## src/rtl/req_seq_pkg.sv

```systemverilog
// Shared types and defaults for the request sequencer.
package req_seq_pkg;

    localparam int TAG_W_DEF = 8;

    typedef enum logic [2:0] {
        IDLE,
        ISSUE,
        WAIT_LOW,
        WAIT_HIGH,
        DONE
    } req_seq_state_t;

endpackage

```

## src/rtl/req_seq_fifo.sv

```systemverilog
// Command tag FIFO: power-of-two depth, pointer-with-wrap-bit full/empty,
// head entry presented on data. Push while full and pop while empty are ignored.
module req_seq_fifo #(
    parameter int DEPTH = 4,
    parameter int TAG_W = 8
) (
    input  logic             clk,
    input  logic             rst,
    input  logic             push,
    input  logic [TAG_W-1:0] din,
    input  logic             pop,
    output logic [TAG_W-1:0] data,
    output logic             full,
    output logic             empty
);

    localparam int AW = $clog2(DEPTH);

    logic [TAG_W-1:0] mem_q [DEPTH];
    logic [AW:0]      wr_ptr_q, wr_ptr_d;
    logic [AW:0]      rd_ptr_q, rd_ptr_d;
    logic             do_push, do_pop;

    // Occupancy flags and qualified push/pop.
    always_comb begin
        empty   = (wr_ptr_q == rd_ptr_q);
        full    = (wr_ptr_q[AW] != rd_ptr_q[AW]) &&
                  (wr_ptr_q[AW-1:0] == rd_ptr_q[AW-1:0]);
        do_push = push & ~full;
        do_pop  = pop & ~empty;
        data    = mem_q[rd_ptr_q[AW-1:0]];
    end

    // Pointer advance.
    always_comb begin
        wr_ptr_d = wr_ptr_q;
        rd_ptr_d = rd_ptr_q;
        if (do_push) wr_ptr_d = wr_ptr_q + {{AW{1'b0}}, 1'b1};
        if (do_pop)  rd_ptr_d = rd_ptr_q + {{AW{1'b0}}, 1'b1};
    end

    // Pointer registers.
    always_ff @(posedge clk or posedge rst) begin
        if (rst) begin
            wr_ptr_q <= '0;
            rd_ptr_q <= '0;
        end else begin
            wr_ptr_q <= wr_ptr_d;
            rd_ptr_q <= rd_ptr_d;
        end
    end

    // Storage; contents need no reset since the pointers gate visibility.
    always_ff @(posedge clk) begin
        if (do_push) mem_q[wr_ptr_q[AW-1:0]] <= din;
    end

endmodule

```

## src/rtl/req_sequencer.sv

```systemverilog
// Request sequencer: queues command tags, issues a one-cycle req per tag,
// waits for ack low then high (each phase bounded by TIMEOUT cycles), and
// reports done_valid or timeout with the tag.
// Optional: define REQ_SEQUENCER_SVA_EN to compile in concurrent properties.
module req_sequencer
    import req_seq_pkg::*;
#(
    parameter int DEPTH   = 4,
    parameter int TIMEOUT = 16,
    parameter int TAG_W   = TAG_W_DEF
) (
    input  logic             clk,
    input  logic             rst,
    input  logic             cmd_valid,
    output logic             cmd_ready,
    input  logic [TAG_W-1:0] cmd_tag,
    output logic             req,
    input  logic             ack,
    output logic             done_valid,
    output logic [TAG_W-1:0] done_tag,
    output logic             timeout,
    output logic             busy
);

    localparam int CNT_W = $clog2(TIMEOUT + 1);

    req_seq_state_t   state_q, state_d;
    logic [CNT_W-1:0] cnt_q, cnt_d;
    logic [TAG_W-1:0] tag_q, tag_d;
    logic             fifo_full, fifo_empty, fifo_pop;
    logic [TAG_W-1:0] fifo_data;

    // Ready drops during reset so nothing is accepted while the FIFO is held empty.
    assign cmd_ready = ~fifo_full & ~rst;

    req_seq_fifo #(
        .DEPTH (DEPTH),
        .TAG_W (TAG_W)
    ) u_fifo (
        .clk   (clk),
        .rst   (rst),
        .push  (cmd_valid & cmd_ready),
        .din   (cmd_tag),
        .pop   (fifo_pop),
        .data  (fifo_data),
        .full  (fifo_full),
        .empty (fifo_empty)
    );

    // Next-state and Moore-style outputs; an ack transition wins over a
    // counter expiring in the same cycle.
    always_comb begin
        state_d    = state_q;
        cnt_d      = cnt_q;
        tag_d      = tag_q;
        fifo_pop   = 1'b0;
        req        = 1'b0;
        done_valid = 1'b0;
        timeout    = 1'b0;
        case (state_q)
            IDLE: begin
                if (!fifo_empty) begin
                    fifo_pop = 1'b1;
                    tag_d    = fifo_data;
                    state_d  = ISSUE;
                end
            end
            ISSUE: begin
                req     = 1'b1;
                cnt_d   = '0;
                state_d = WAIT_LOW;
            end
            WAIT_LOW: begin
                if (!ack) begin
                    cnt_d   = '0;
                    state_d = WAIT_HIGH;
                end else if (cnt_q == CNT_W'(TIMEOUT)) begin
                    timeout = 1'b1;
                    state_d = IDLE;
                end else begin
                    cnt_d = cnt_q + 1'b1;
                end
            end
            WAIT_HIGH: begin
                if (ack) begin
                    state_d = DONE;
                end else if (cnt_q == CNT_W'(TIMEOUT)) begin
                    timeout = 1'b1;
                    state_d = IDLE;
                end else begin
                    cnt_d = cnt_q + 1'b1;
                end
            end
            DONE: begin
                done_valid = 1'b1;
                state_d    = IDLE;
            end
            default: state_d = IDLE;
        endcase
    end

    assign busy     = (state_q != IDLE);
    assign done_tag = tag_q;

    // State, wait counter and held tag.
    always_ff @(posedge clk or posedge rst) begin
        if (rst) begin
            state_q <= IDLE;
            cnt_q   <= '0;
            tag_q   <= '0;
        end else begin
            state_q <= state_d;
            cnt_q   <= cnt_d;
            tag_q   <= tag_d;
        end
    end

`ifdef REQ_SEQUENCER_SVA_EN
    // req is a single pulse and the block stays busy afterwards.
    a_req_pulse: assert property (@(posedge clk) disable iff (rst)
        req |=> (busy & ~req));

    // Downstream returns ack high within two cycles of dropping it.
    m_ack_return: assume property (@(posedge clk) disable iff (rst)
        $fell(ack) |-> ##[1:2] ack);

    // A request that completes successfully.
    c_req_done: cover property (@(posedge clk) disable iff (rst)
        req ##[1:$] done_valid);
`endif

endmodule
```

## config.mk

```make
export PLATFORM = sky130hd
export DESIGN_NAME = req_sequencer
export DESIGN_NICKNAME = d
export VERILOG_FILES = /design/src/rtl/req_seq_pkg.sv /design/src/rtl/req_seq_fifo.sv /design/src/rtl/req_sequencer.sv
export SDC_FILE = /design/constraint.sdc
export NUM_CORES = 1
export LEC_CHECK = 0
export CAP_MARGIN = 0
export CORE_MARGIN = 2
export CORE_UTILIZATION = 35
export DETAILED_ROUTE_END_ITERATION = 16
export PLACE_DENSITY = 0.65
export SLEW_MARGIN = 30
export SYNTH_ARGS = -nofsm -noshare
export SYNTH_HDL_FRONTEND = slang
export SYNTH_SLANG_ARGS = --single-unit
```

## constraint.sdc

```tcl
create_clock -name clk -period 3.6 [get_ports clk]
set_clock_uncertainty 0.2 [all_clocks]
set_input_delay 0.72 -clock clk [delete_from_list [all_inputs] [get_ports clk]]
set_output_delay 0.72 -clock clk [all_outputs]
set_load 0.05 [all_outputs]
```

==> flow_summary_export.csv <==
group,metric,value,unit
critical_path,path_cells,"clkdlybuf4s50_1 -> xnor2_1 -> nor3b_2 -> and2_1 -> buf_12",
sta,rsz0062_at_grt,"false",
outcome,outcome,"completed",
min_path,hp-start,"done_tag[2]",
critical_path,critPathBufInv,2,
cts,post-cts-setup-buffer-count,0,
min_path,holdPathStages,1,
routing,wl_per_cell,14.2,um
critical_path,critPathLaunchType,"input pin",
grt,grt_pass1_vias,1250,
synthesis,avgSynthCellArea,16.4,um^2
sta,setup_tns,0,ps
critical_path,r2r-start,"u_fifo.rd_ptr_q[1]",
cells_and_area,regArea,0.00151,mm^2
cells_and_area,n_antenna_cell,0,
grt,met2_usage,19.4,%
critical_path,cp-end-kind,"primary output",
routing,drtAntennaViolNets,0,
cts,cts_root_buf,"clkbuf_8",
synthesis,synth_edf_count,32,
grt,grt_use_met1,13.9,%
routing,drtIter0Drc,113,
synthesis,netlist_area,0.00246,mm^2
synthesis,synth.yosys.warnings,0,
placement,portBuffers,24,
sta,whs,291,ps
grt,grt.busiest_layer,"met2",
critical_path,critical_path_arrival,2200,ps
sta,max_freq,321,MHz
critical_path,cpMaxStageDelayCell,"clkdlybuf4s50_1",
grt,grt_antenna_before_repair,0,
critical_path,rr_worst_depth,3,
critical_path,cp.required,2680,ps
synthesis,synth_seq_area_share,61.5,%
cts,clkLatencyLatePin,300,ps
routing,vias_per_cell,4.54,
cts,tritoncts,"done",
cells_and_area,layout.nets,195,
placement,place_congestion,0.800,
cts,cts_repair_resize_count,0,
synthesis,synth_top_area_share,39.1,%
pwr,p_per_area,805,mW/mm^2
routing,drt_pass1_iterations,4,
cells_and_area,multiInputGateArea,862,um^2
cells_and_area,fillers,607,
critical_path,r2r_end,"u_fifo.mem_q[2][6]",
routing,wl,3870,um
routing,vias,1240,
die,chipHeight,87.8,um
critical_path,path_max_fanout,7,
placement,dpl.hpwl,2750,um
cts,ctsHoldBuffers,0,
pwr,leakage,1.07,nW
synthesis,synth_cell_type_count,40,
synthesis,ys.flop_type,"edfxtp_1",
grt,use_met3,3.11,%
min_path,hold_path.class,"reg -> reg",
sta,hold_viol_final,0,
critical_path,reg2reg_setup_slack,1280,ps
cells_and_area,final_layout_size_suffix_gt1_share,11.3,%
synthesis,synth_most_common_cell,"edfxtp_1",
sta,finalWorstSetupSlack,483,ps
grt,overflow,0,
routing,drc_errors,0,
cts,cts_made_buffers,5,
sta,relSlewSlack,45.0,%
cells_and_area,syn_to_final_growth,16.6,%
critical_path,critPathTopFamily,"buffers and inverters",
critical_path,worstSetupPathType,"in -> out",
grt,gr-usage-all-layers,11.4,%
die,initial_core_util,36.2,%
synthesis,synth-seq-cells,54,
placement,place_inst,265,
pwr,vdd_drop_max,0.000266,V
die,io_pins,25,
die,rows,30,
die,dieArea,0.00771,mm^2
synthesis,syn_nets,169,
die,dieWidth,87.8,um
synthesis,synth_common_cells,"32 x edfxtp_1, 22 x dfrtp_1, 8 x inv_1, 8 x mux2_1",
cts,clock-sinks,54,
synthesis,ys_top_cells_by_area,"edfxtp_1 39%, dfrtp_1 22%, mux4_1 7.5%",
flow_run,drv_cap,0,
die,core-area,0.00679,mm^2
sta,slew_viol_final,0,
sta,fin_crit,3120,ps
cells_and_area,fin_cells,273,
cts,clock_path_buffers,2,
sta,final.period_utilization,86.6,%
critical_path,critPathMaxStageDelay,590,ps
placement,pre_cts_slack,482,ps
sta,finalSetupViolations,0,
synthesis,synth.largest_area_cell,"edfxtp_1",
synthesis,netlist_instances,150,
grt,grt_max_degree,23,
sta,tightest_slew,819,ps
min_path,min_to,"done_tag[2]",
cts,h-tree-depth,2,
synthesis,async_flop_share,40.7,%
grt,grt_first_pass_wirelength,6520,um
cts,clk_pin_slew,90,ps
## worst max path at each step
stage	startpoint	to	slack, ps	depth (start not counted)
floorplan	ack	timeout	1040	3
global placement	rst	cmd_ready	510	3
detailed placement	rst	cmd_ready	480	3
CTS	u_fifo.rd_ptr_q[1]	cmd_ready	460	3
global route	ack	timeout	350	5
finish	ack	timeout	480	5
## where the power goes
group          total, mW  internal (mW)  switching, mW
logic               1.02          0.449          0.574
clock network      0.325          0.138          0.187
registers          0.960          0.811          0.149
## cells by family (layout without fill, tap and decap cells)
logic type,count (synthesis),count (layout),synth area share [%]
AOI/OAI and AO/OA,17,17,6.01
xor gates and xnor gates,10,10,4.94
adders and majority gates,7,7,3.56
buffers and inverters,14,41,3.46
DFF,54,54,61.5
muxes,19,19,13.3
and+or+nand+nor,29,29,7.23
## final cells by class
class	count	area share [%]
Inverter	8	1.05
Timing Repair Buffer	25	8.99
Clock buffer	6	2.53
Clock inverter	2	0.480
Tap cell	96	4.19
Sequential cell	54	52.7
Multi-Input combinational cell	82	30.1
## flip-flops by register name, summed over array words and instances (netlist names)
register / flops
cnt_q: 5
done_tag: 8
state_q: 3
u_fifo.mem_q: 32
u_fifo.rd_ptr_q: 3
u_fifo.wr_ptr_q: 3
## stage by stage
step | power [mW] | cell area, um^2 | utilization (%)
after CTS | 2.34 | 2870 | 42.2
after global routing | 2.47 | 2870 | 42.2
after detailed placement | 2.02 | 2780 | 40.9
after floorplan | 1.78 | 2460 | -
after global placement | 1.99 | 2780 | 40.9
final | 2.31 | 2870 | 42.2
## layout by cell type, fill, tap and decap left out, drive strengths merged, types with 2 or more instances in the layout
cell / count
a21oi: 4
a22o: 2
a311oi: 2
a31oi: 2
and2: 6
buf: 2
clkbuf: 6
clkdlybuf4s50: 23
clkinv: 3
dfrtp: 22
edfxtp: 32
ha: 7
inv: 7
mux2: 9
mux2i: 2
mux4: 8
nand2: 5
nand2b: 2
nand3: 5
nor2: 3
nor3: 2
o21ai: 3
or3: 2
xnor2: 7
xor2: 3
## metal layers
layer,wire [um],share of wire (%)
met1,1680,43
met2,2010,52
met3,118,3.0
met4,67,1.7
met5,0,0
Note: power is estimated with default switching activity, not from simulation.
